==> config.mk <==
export PLATFORM = sky130hd
export DESIGN_NAME = control_sequencer
export DESIGN_NICKNAME = d
export VERILOG_FILES = /design/src/rtl/control_sequencer.sv
export SDC_FILE = /design/constraint.sdc
export NUM_CORES = 1
export LEC_CHECK = 0
export ABC_AREA = 1
export BUFFER_PORTS_ARGS = -buffer_cell sky130_fd_sc_hd__buf_4
export CORE_MARGIN = 1
export CORE_UTILIZATION = 45
export DETAILED_ROUTE_END_ITERATION = 10
export GPL_ROUTABILITY_DRIVEN = 0
export GPL_TIMING_DRIVEN = 0
export PLACE_DENSITY = 0.85
export SLEW_MARGIN = 25
export SYNTH_ARGS = -nofsm -noshare
export SYNTH_HDL_FRONTEND = slang
export SYNTH_SLANG_ARGS = --single-unit
==> constraint.sdc <==
create_clock -name Clock -period 4.2 [get_ports Clock]
set_input_delay 0.84 -clock Clock [delete_from_list [all_inputs] [get_ports Clock]]
set_output_delay 0.84 -clock Clock [all_outputs]
set_load 0.03 [all_outputs]
==> src/rtl/control_sequencer.sv <==
// control_sequencer: hardwired Moore control unit for the 32-bit bus datapath (fetch T0-T2, execute T3-T7).
// Optional MEM_WAIT_EN adds a Mem_ready input that stretches FETCH1, ld T6 and st T7 until memory responds.
module control_sequencer #(
    parameter int IR_W = 32,
    parameter int OP_W = 5,
    parameter int ST_W = 4
) (
    input  logic            Clock,
    input  logic            Reset_n,
    input  logic [IR_W-1:0] IR,
    input  logic            CON_FF,
    input  logic            Stop,
`ifdef MEM_WAIT_EN
    input  logic            Mem_ready,
`endif
    output logic            Gra,
    output logic            Grb,
    output logic            Grc,
    output logic            Rin,
    output logic            Rout,
    output logic            BAout,
    output logic            PCin,
    output logic            PCout,
    output logic            IncPC,
    output logic            MARin,
    output logic            MDRin,
    output logic            MDRout,
    output logic            IRin,
    output logic            Yin,
    output logic            Zin,
    output logic            ZLOout,
    output logic            Cout,
    output logic            CONin,
    output logic            Read,
    output logic            Write,
    output logic [OP_W-1:0] ALU_op,
    output logic            Run
);

    localparam logic [OP_W-1:0] OP_LD   = OP_W'(5'b00000);
    localparam logic [OP_W-1:0] OP_LDI  = OP_W'(5'b00001);
    localparam logic [OP_W-1:0] OP_ST   = OP_W'(5'b00010);
    localparam logic [OP_W-1:0] OP_ADD  = OP_W'(5'b00011);
    localparam logic [OP_W-1:0] OP_SUB  = OP_W'(5'b00100);
    localparam logic [OP_W-1:0] OP_AND  = OP_W'(5'b00101);
    localparam logic [OP_W-1:0] OP_OR   = OP_W'(5'b00110);
    localparam logic [OP_W-1:0] OP_ADDI = OP_W'(5'b01100);
    localparam logic [OP_W-1:0] OP_ANDI = OP_W'(5'b01101);
    localparam logic [OP_W-1:0] OP_ORI  = OP_W'(5'b01110);
    localparam logic [OP_W-1:0] OP_NOT  = OP_W'(5'b10001);
    localparam logic [OP_W-1:0] OP_BR   = OP_W'(5'b10010);
    localparam logic [OP_W-1:0] OP_HALT = OP_W'(5'b11011);

    typedef enum logic [ST_W-1:0] {
        S_FETCH0, S_FETCH1, S_FETCH2, S_EXEC3, S_EXEC4, S_EXEC5, S_EXEC6, S_EXEC7, S_HALT
    } state_t;

    state_t          r_state;
    state_t          w_stateNext;
    state_t          w_lastState;
    logic            r_stopReq;
    logic            w_instEnd;
    logic            w_memReady;
    logic            w_memState;
    logic            w_advance;
    logic [OP_W-1:0] w_op;
    logic [OP_W-1:0] w_immOp;
    logic            w_unusedIr;
    logic            w_isAluReg, w_isAluImm, w_isNot, w_isLdi, w_isLd, w_isSt, w_isBr, w_isHalt;

    assign w_op       = IR[IR_W-1 -: OP_W];
    assign w_unusedIr = ^IR[IR_W-OP_W-1:0];

`ifdef MEM_WAIT_EN
    assign w_memReady = Mem_ready;
`else
    assign w_memReady = 1'b1;
`endif

    assign w_isAluReg = (w_op == OP_ADD) || (w_op == OP_SUB) || (w_op == OP_AND) || (w_op == OP_OR);
    assign w_isAluImm = (w_op == OP_ADDI) || (w_op == OP_ANDI) || (w_op == OP_ORI);
    assign w_isNot    = (w_op == OP_NOT);
    assign w_isLdi    = (w_op == OP_LDI);
    assign w_isLd     = (w_op == OP_LD);
    assign w_isSt     = (w_op == OP_ST);
    assign w_isBr     = (w_op == OP_BR);
    assign w_isHalt   = (w_op == OP_HALT);
    assign w_immOp    = (w_op == OP_ANDI) ? OP_AND : (w_op == OP_ORI) ? OP_OR : OP_ADD;

    // Final state of each instruction class; nop and undefined opcodes finish in FETCH2.
    always_comb begin
        w_lastState = S_FETCH2;
        if (w_isAluReg || w_isAluImm || w_isLdi) w_lastState = S_EXEC5;
        else if (w_isNot)                        w_lastState = S_EXEC4;
        else if (w_isLd || w_isSt)               w_lastState = S_EXEC7;
        else if (w_isBr)                         w_lastState = S_EXEC6;
    end

    assign w_memState = (r_state == S_FETCH1) || (r_state == S_EXEC6 && w_isLd) ||
                        (r_state == S_EXEC7 && w_isSt);
    assign w_advance  = !w_memState || w_memReady;

    always_comb begin
        w_stateNext = r_state;
        w_instEnd   = 1'b0;
        case (r_state)
            S_FETCH0: w_stateNext = S_FETCH1;
            S_HALT:   w_stateNext = S_HALT;
            default: begin
                if (w_advance) begin
                    if (r_state == S_FETCH2 && w_isHalt)
                        w_stateNext = S_HALT;
                    else if (r_state == w_lastState || r_state == S_EXEC7)
                        w_instEnd = 1'b1;
                    else
                        w_stateNext = state_t'(r_state + 1'b1);
                end
            end
        endcase
        if (w_instEnd)
            w_stateNext = (Stop || r_stopReq) ? S_HALT : S_FETCH0;
    end

    // A Stop seen anywhere inside an instruction is remembered until its last state.
    always_ff @(posedge Clock or negedge Reset_n) begin
        if (!Reset_n) begin
            r_state   <= S_FETCH0;
            r_stopReq <= 1'b0;
        end else begin
            r_state <= w_stateNext;
            if (r_state != S_HALT && Stop)
                r_stopReq <= 1'b1;
        end
    end

    always_comb begin
        Gra = 1'b0;   Grb = 1'b0;    Grc = 1'b0;    Rin = 1'b0;    Rout = 1'b0;
        BAout = 1'b0; PCin = 1'b0;   PCout = 1'b0;  IncPC = 1'b0;  MARin = 1'b0;
        MDRin = 1'b0; MDRout = 1'b0; IRin = 1'b0;   Yin = 1'b0;    Zin = 1'b0;
        ZLOout = 1'b0; Cout = 1'b0;  CONin = 1'b0;  Read = 1'b0;   Write = 1'b0;
        ALU_op = OP_ADD;
        Run    = 1'b1;
        if (Reset_n) begin
            case (r_state)
                S_FETCH0: begin PCout = 1'b1; MARin = 1'b1; IncPC = 1'b1; Zin = 1'b1; end
                S_FETCH1: begin ZLOout = 1'b1; PCin = 1'b1; Read = 1'b1; MDRin = 1'b1; end
                S_FETCH2: begin MDRout = 1'b1; IRin = 1'b1; end
                S_EXEC3: begin
                    if (w_isAluReg || w_isAluImm) begin Grb = 1'b1; Rout = 1'b1; Yin = 1'b1; end
                    else if (w_isNot) begin Grb = 1'b1; Rout = 1'b1; ALU_op = OP_NOT; Zin = 1'b1; end
                    else if (w_isLdi || w_isLd || w_isSt) begin Grb = 1'b1; BAout = 1'b1; Yin = 1'b1; end
                    else if (w_isBr) begin Gra = 1'b1; Rout = 1'b1; CONin = 1'b1; end
                end
                S_EXEC4: begin
                    if (w_isAluReg) begin Grc = 1'b1; Rout = 1'b1; ALU_op = w_op; Zin = 1'b1; end
                    else if (w_isAluImm) begin Cout = 1'b1; ALU_op = w_immOp; Zin = 1'b1; end
                    else if (w_isLdi || w_isLd || w_isSt) begin Cout = 1'b1; Zin = 1'b1; end
                    else if (w_isNot) begin ZLOout = 1'b1; Gra = 1'b1; Rin = 1'b1; end
                    else if (w_isBr) begin PCout = 1'b1; Yin = 1'b1; end
                end
                S_EXEC5: begin
                    if (w_isAluReg || w_isAluImm || w_isLdi) begin ZLOout = 1'b1; Gra = 1'b1; Rin = 1'b1; end
                    else if (w_isLd || w_isSt) begin ZLOout = 1'b1; MARin = 1'b1; end
                    else if (w_isBr) begin Cout = 1'b1; Zin = 1'b1; end
                end
                S_EXEC6: begin
                    if (w_isLd) begin Read = 1'b1; MDRin = 1'b1; end
                    else if (w_isSt) begin Gra = 1'b1; Rout = 1'b1; MDRin = 1'b1; end
                    else if (w_isBr) begin ZLOout = CON_FF; PCin = CON_FF; end
                end
                S_EXEC7: begin
                    if (w_isLd) begin MDRout = 1'b1; Gra = 1'b1; Rin = 1'b1; end
                    else if (w_isSt) Write = 1'b1;
                end
                S_HALT:  Run = 1'b0;
                default: ;
            endcase
        end
    end

endmodule
==> results.toml, run 1 <==
[run_status]
outcome = "finished clean"

[pwr]
power.leakage_nw = 0.680
vdd_drop_max_mv = 0.160
powerDensity_mw_per_mm2 = 113

[sta]
drv_slew = 0
setup_violations = 0
fin_crit_ps = 3060
rsz0062_at_grt = "no"
hold_viol_final = 0
clock_skew_ps = 1.51
fin_tns_setup_ps = 0
fin_crit_sh = 0.728
max_freq_ghz = 0.327

[cts]
clkTransAtPathRegs_ps = 40
worstSkewPairLatency_ps = 240
h-tree-depth = 1
cts_setup_buffers = 0
clk_path_buf_depth = 2
cts_buffers = 3
cts_resized = 0
numClockSinks = 5
cts-root-buf = "clkbuf_4"
cts_tree = "built"
cts_hold_buf = 0

[logic_synthesis]
synthAdderAreaFrac = 0.0531
yosys.area.top_type = "inv_1"
syn_area_um2 = 943
yosysTopAreaCellShare = 0.159
synth_top_family_by_area = "simple AND/OR/NAND/NOR gates"
synth_cells = 179
yosysMostFrequentCell = "inv_1"
syn_nets = 219
synth-async-reset-ratio = 1.00
synth_area_leaders = "inv_1, nor2_1, dfrtp_1"
synth_xor_area_frac = 0
synth_common_cells = "inv_1, nor2_1, nand2_1"
synth_edf_count = 0
avgSynthCellArea_um2 = 5.27
yosys_most_used_dff = "dfrtp_1"
synth.area.mux_share = 0
ys_warn_count = 0
synth-seq-cells = 5
synth-compound-area-share = 0.150
ys_types = 26
yosys.area_share.simple = 0.477
yosysSeqAreaShare = 0.133

[floorplan]
start_util = 0.481
dieArea_mm2 = 0.00228
fp.dieW_um = 47.8
pin_count = 62
placementRows = 16
die_h_um = 47.8
fp.coreArea_mm2 = 0.00196

[worst_setup_path]
crit_path_end_kind = "output pin"
critical_path_required_ps = 3360
critPathMaxFanout = 7
critPathKind = "input port to output pin"
worstPathArrival_ps = 2220
startpoint_type = "input port"

[finish]
nFillCells = 188
area_growth_pct = 32.6
diodes = 0
drive_above_1_share = 0.208
final_core_util = 0.638
final_nets = 257
instances_no_fill = 243

[place]
dp_cells = 239
portBuffers = 33
dpl.hpwl_um = 2050

[global_route]
grt_usage = 0.241
grt_max_degree = 11
antenna_found_initial = 0
grt_pass1_wl_um = 3950
first_global_vias = 1005
gr-total-overflow = 0

[route]
drc = 0
drtAntennaViolNets = 0
wl_per_cell_um = 10.2
viasPerCell = 5.06
drt_first_pass_iters = 4
wl_um = 2490
drt_iter0_markers = 51
vias = 1230

[worst_hold_path]
hold_path.class = "input port to asynchronous set/reset pin"

[run]
cap_violations = 0
final timing paths:
check	cells past startpoint	slack [ps]	startpoint	to
min in group Clock	2	450	r_stopReq	r_stopReq
max in group asynchronous	1	3630	Reset_n	r_stopReq
worst max-delay path	9	1140	IR[31]	Gra
worst min register to register	2	450	r_stopReq	r_stopReq
worst min-delay path	1	430	Reset_n	r_state[2]
worst max register to register	11	2510	r_state[0]	r_state[3]
final cells by class:
| cell class | instances | area (um^2) | area share |
|---|---|---|---|
| clock buffer | 4 | 26.3 | 0.0210 |
| multi-input combinational | 131 | 646 | 0.516 |
| sequential | 5 | 125 | 0.100 |
| timing repair buffer | 33 | 248 | 0.198 |
| tap | 27 | 33.8 | 0.0270 |
| buffer | 3 | 22.5 | 0.0180 |
| inverter | 40 | 150 | 0.120 |
power breakdown:
group          switching, mW  total (mW)  internal [mW]
Combinational         0.0250      0.0389         0.0139
Sequential                 0      0.0484         0.0484
Clock                 0.0180      0.0538         0.0358
cells by family after synthesis:
kind of cell | Yosys count
adder cells (fa/ha/maj) | 4
AND/OR/NAND/NOR | 102
flip-flops | 5
other | 1
buffers and inverters | 43
AO/OA/AOI/OAI | 24
per-stage QoR:
stage / setup slack [ps] / hold WS, ps / instance area (um^2) / power, mW
final: 1140 / 425 / 1250 / 0.141
after global routing: 918 / 414 / 1250 / 0.151
after CTS: 1180 / 416 / 1250 / 0.143
after detailed placement: 1190 / 445 / 1220 / 0.0872
after global placement: 1180 / 446 / 1220 / 0.0865
after floorplan: 1290 / 427 / 943 / 0.0723
layout by cell type, fill, tap and decap left out, types with 2 or more instances in the layout:
master / netlist / routed
clkbuf_1: 1 / 2
nand4_1: 2 / 2
dfrtp_1: 5 / 5
nand2_2: 3 / 3
o21ai_0: 9 / 9
nand2_1: 33 / 33
nand3_1: 15 / 15
clkbuf_4: 0 / 3
a21oi_1: 8 / 8
o211ai_1: 2 / 2
buf_4: 1 / 34
nor2_1: 37 / 37
inv_1: 40 / 40
nor3_1: 7 / 7
ha_1: 4 / 4
routing by layer:
metal	wire length, um	GRT usage
met5	0	0
met4	19	0.0944
met3	120	0.0302
met2	1210	0.419
met1	1140	0.300
state kept, by name (all words and copies together), names as in the netlist:
signal	flops
r_stopReq	1
r_state	4
worst max-delay path, stage by stage:
cell and delay, ps:
buf_4 140, nor2_1 140, nand2_1 90, nor3_1 300
inv_1 100, nor2_1 160, nor2_1 90, o221ai_1 170
buf_4 200
Note: power is estimated with default switching activity, not from simulation.
==> inputs of run 2 (changes only) <==
--- a/config.mk
+++ b/config.mk
@@ -8,11 +8,11 @@
 export ABC_AREA = 1
 export BUFFER_PORTS_ARGS = -buffer_cell sky130_fd_sc_hd__buf_4
 export CORE_MARGIN = 1
-export CORE_UTILIZATION = 45
+export CORE_UTILIZATION = 42
 export DETAILED_ROUTE_END_ITERATION = 10
 export GPL_ROUTABILITY_DRIVEN = 0
 export GPL_TIMING_DRIVEN = 0
-export PLACE_DENSITY = 0.85
+export PLACE_DENSITY = 0.8
 export SLEW_MARGIN = 25
 export SYNTH_ARGS = -nofsm -noshare
 export SYNTH_HDL_FRONTEND = slang
==> constraint.sdc (replaced) <==
create_clock -name Clock -period 2.91 [get_ports Clock]
set_input_delay 0.582 -clock Clock [delete_from_list [all_inputs] [get_ports Clock]]
set_output_delay 0.582 -clock Clock [all_outputs]
set_load 0.03 [all_outputs]
==> run 2 against run 1 <==
Cell count unchanged. Wire length rose by 7.4%. First-iteration DRC count decreased by 35%. Die area up 6.9%. Clock power is 47% higher. Hold slack lost 270 ps. Critical path depth did not move. Critical endpoint unchanged.
==> results.toml, run 2 (synthesized netlist as in run 1, its figures left out) <==
[finish]
final_common_cell = "inv_1"
diodes = 0
mostFrequentLayoutCells = "inv_1, nor2_1, buf_4, nand2_1, nand3_1"
area_growth_pct = 32.9
largestRegisters = "r_state: 4 flops, r_stopReq: 1 flops"
final_core_util = 0.614
final_nets = 257
largest_reg_flops = 4
largest_register = "r_state"
instances_no_fill = 243
drive_above_1_share = 0.213

[worst_hold_path]
hold_path.class = "input port to asynchronous set/reset pin"

[floorplan]
dieArea_mm2 = 0.00244
fp.coreArea_mm2 = 0.00204
fp.dieW_um = 49.4
placementRows = 16
pin_count = 62
die_h_um = 49.4
start_util = 0.462

[run]
cap_violations = 0

[worst_setup_path]
cpMostUsedCell = "inv_1"
crit_path_end_kind = "output pin"
critPathMaxFanout = 5
critical_path_required_ps = 2330
critPathKind = "flop to output pin"
worstPathArrival_ps = 2040
startpoint_type = "flop"
r2r-end = "r_state[3]"
rr_worst_depth = 11
path_cells = "inv_1 -> ha_1 -> inv_1 -> nor2_2 -> inv_1 -> o21ai_1 -> nor2_1 -> o221ai_1 -> buf_4"
critPathMaxStageDelay_ps = 420
cp_slowest_cell = "dfrtp_1"
rrSetupSlack_ps = 1180
r2r-start = "r_state[0]"

[pwr]
power.leakage_nw = 0.679
vdd_drop_max_mv = 0.190
powerDensity_mw_per_mm2 = 164
switching_share = 0.310
power.internal_mw = 0.142
clkPwrFrac = 0.386
p_comb_frac = 0.274
p_switching_mw = 0.0635
seq_power_share = 0.340

[run_status]
outcome = "finished clean"

[route]
drc = 0
wl_um = 2670
viasPerCell = 5.18
vias = 1258
drt_iter0_markers = 33
wl_per_cell_um = 11.0
drt_first_pass_iters = 4
drtAntennaViolNets = 0

[sta]
max_freq_ghz = 0.382
fin_crit_sh = 0.900
clock_skew_ps = 0.326
setup_violations = 0
drv_slew = 0
fin_tns_setup_ps = 0
rsz0062_at_grt = "no"
worst_slack_ps = 291
hold_viol_final = 0
fin_crit_ps = 2620

[cts]
numClockSinks = 5
worstSkewPairLatency_ps = 240
cts-root-buf = "clkbuf_4"
h-tree-depth = 1
cts_buffers = 3
clk_path_buf_depth = 2
cts_tree = "built"
clkTransAtPathRegs_ps = 40
cts_hold_buf = 0

[place]
dp_cells = 239
portBuffers = 33
dpl.hpwl_um = 2210
place_ws_ps = 384

[global_route]
grt_max_degree = 11
antenna_found_initial = 0
gr-total-overflow = 0
first_global_vias = 1115
grt_pass1_wl_um = 4460
grt_usage = 0.231
-- run 2: area by class of cell --
type	count	area, um^2
Fill cell	224	788
Multi-Input combinational cell	131	648
Timing Repair Buffer	33	248
Inverter	40	150
Sequential cell	5	125
Tap cell	27	33.8
Clock buffer	4	26.3
Buffer	3	22.5
-- run 2: power by group through the flow --
stage	combinational, mW	sequential [mW]	clock, mW
global route	0.0624	0.0698	0.0857
global placement	0.0543	0.0708	0
floorplan	0.0335	0.0708	0
CTS	0.0557	0.0698	0.0831
finish	0.0562	0.0699	0.0791
detailed placement	0.0554	0.0708	0
-- run 2: timing repair --
item | CTS | global route
resized for setup | 0 | 2
setup endpoints to repair | 0 | 4
setup buffers | 0 | 0
-- run 2: worst max-delay path by stage --
stage               start  slack (ps)  depth (start not counted)  end
2_1_floorplan  r_state[0]         490                          8  Gra
3_3_place_gp   r_state[0]         400                          9  Gra
3_5_place_dp   r_state[0]         380                          9  Gra
4_1_cts        r_state[0]         120                          9  Gra
5_1_grt        r_state[0]          60                          9  Gra
6_report       r_state[0]         290                          9  Gra
-- run 2: stage by stage --
| step | instance area, um^2 | power (mW) | hold slack (ps) |
|---|---|---|---|
| floorplan | 943 | 0.104 | 286 |
| global placement | 1220 | 0.125 | 413 |
| detailed placement | 1220 | 0.126 | 412 |
| CTS | 1250 | 0.209 | 150 |
| global route | 1250 | 0.218 | 158 |
| finish | 1250 | 0.205 | 157 |
-- run 2: metal layers --
| layer | part of all wire | vias up | global-route usage |
|---|---|---|---|
| li1 | - | 633 | - |
| met3 | 0.076 | 4 | 0.0125 |
| met5 | 0 | - | 0 |
| met4 | 0.0097 | 0 | 0.138 |
| met1 | 0.44 | 558 | 0.286 |
| met2 | 0.48 | 63 | 0.390 |
-- run 2: worst max-delay path, delay by kind of cell, from the launching register on --
family | cells | cell delay (ps)
simple gates | 2 | 300
flops | 1 | 420
buf+inv | 4 | 540
compound gates | 2 | 360
fa+ha+maj | 1 | 190
==> inputs of run 3 (changes only) <==
--- a/config.mk
+++ b/config.mk
@@ -7,6 +7,7 @@
 export LEC_CHECK = 0
 export ABC_AREA = 1
 export BUFFER_PORTS_ARGS = -buffer_cell sky130_fd_sc_hd__buf_4
+export CORE_ASPECT_RATIO = 1.1
 export CORE_MARGIN = 1
 export CORE_UTILIZATION = 42
 export DETAILED_ROUTE_END_ITERATION = 10
==> run 3 against run 2 <==
Sequential share of layout area about the same. Flip-flop and latch count stayed put. Setup slack improved by 13 ps. Global-route usage increased by 0.51 points. Count of clock-buffer cells in the layout is the same. Core utilization down 0.57 points. Cell count increased by 0.41%. Clock skew grew 0.75 ps. Hold slack improved by 6.2 ps. Non-clock buffer count stayed put. Combinational power is 0.7% higher. Highest routed layer unchanged.
==> results.toml, run 3 (synthesized netlist as in run 1, its figures left out) <==
[route]
wl_um = 2550
vias = 1221
wl_per_cell_um = 10.5
drt_iter0_markers = 44
drtAntennaViolNets = 0
drc = 0
drt_first_pass_iters = 4
viasPerCell = 5.00

[sta]
worst_slack_ps = 303
hold_viol_final = 0
setup_violations = 0
rsz0062_at_grt = "no"
fin_tns_setup_ps = 0
fin_hold_ws_ps = 163
fin_crit_sh = 0.896
fin_crit_ps = 2610
drv_slew = 0
clock_skew_ps = 1.08
max_freq_ghz = 0.384

[place]
dpl.hpwl_um = 2120
dp_cells = 240
placed_area_mm2 = 0.00123
portBuffers = 33
place_ws_ps = 393

[pwr]
power.leakage_nw = 0.679
powerDensity_mw_per_mm2 = 163
total_power_mw = 0.205
vdd_drop_max_mv = 0.238

[finish]
drive_above_1_share = 0.213
final_common_cell = "inv_1"
largest_reg_flops = 4
final_nets = 257
diodes = 0
finalInstanceArea_mm2 = 0.00125
largest_register = "r_state"
area_growth_pct = 33.0
instances_no_fill = 244
mostFrequentLayoutCells = "inv_1, nor2_1, buf_4, nand2_1, nand3_1"
final_core_util = 0.608
largestRegisters = "r_state: 4 flops, r_stopReq: 1 flops"

[floorplan]
die_h_um = 51.7
dieArea_mm2 = 0.00244
placementRows = 17
fp.dieW_um = 47.2
pin_count = 62
fp.coreArea_mm2 = 0.00206
start_util = 0.457

[worst_hold_path]
hold_path.class = "input port to asynchronous set/reset pin"

[global_route]
antenna_found_initial = 0
grt_max_degree = 11
first_global_vias = 1060
grt_usage = 0.236
grt_pass1_wl_um = 4220
gr-total-overflow = 0

[worst_setup_path]
rrSetupSlack_ps = 1210
startpoint_type = "flop"
critPathMaxFanout = 5
critical_path_required_ps = 2330
crit_path_end_kind = "output pin"
worstPathArrival_ps = 2020
critPathKind = "flop to output pin"

[run]
cap_violations = 0

[cts]
clk_path_buf_depth = 2
worstSkewPairLatency_ps = 240
numClockSinks = 5
cts-root-buf = "clkbuf_4"
clkTransAtPathRegs_ps = 40
cts_tree = "built"
cts_buffers = 3
h-tree-depth = 1

[run_status]
outcome = "finished clean"
-- run 3: cell counts in the layout (fill, tap and decap cells not counted) --
No cell type changed its count.
-- run 3: final timing paths --
kind | start | to | depth (start not counted)
worst max-delay path | r_state[0] | Gra | 9
max in group asynchronous | Reset_n | r_state[2] | 1
min in group Clock | r_stopReq | r_stopReq | 2
worst max register to register | r_state[0] | r_state[3] | 11
worst min-delay path | Reset_n | r_state[1] | 1
worst min register to register | r_stopReq | r_stopReq | 2
-- run 3: timing repair --
item	4_1_cts	5_1_grt
hold buffers	0	0
setup buffers	0	0
resized for setup	0	2
setup endpoints to repair	0	3
-- run 3: worst max-delay path, stage by stage (launching register included) --
cell and delay [ps]:
dfrtp_1 420, inv_1 130, ha_1 180, inv_1 80
nor2_2 210, inv_1 130, o21ai_1 190, nor2_1 80
o221ai_1 160, buf_4 200
-- run 3: layout make-up --
cell class	instances	area, um^2
buffer	3	22.5
clock buffer	4	26.3
fill	214	808
inverter	40	150
multi-input combinational	131	648
sequential	5	125
tap	28	35.0
timing repair buffer	33	248
-- run 3: routing by layer --
metal	up-vias	wire length (um)	GRT usage
li1	639	-	-
met1	532	1150	0.274
met2	44	1260	0.407
met3	6	101	0.0347
met4	0	36	0.114
met5	-	0	0
-- run 3: power breakdown --
group | switching, mW | internal, mW | total (mW)
combinational | 0.0365 | 0.0200 | 0.0566
clock | 0.0269 | 0.0517 | 0.0786
sequential | 0 | 0.0698 | 0.0698
total | 0.0634 | 0.142 | 0.205
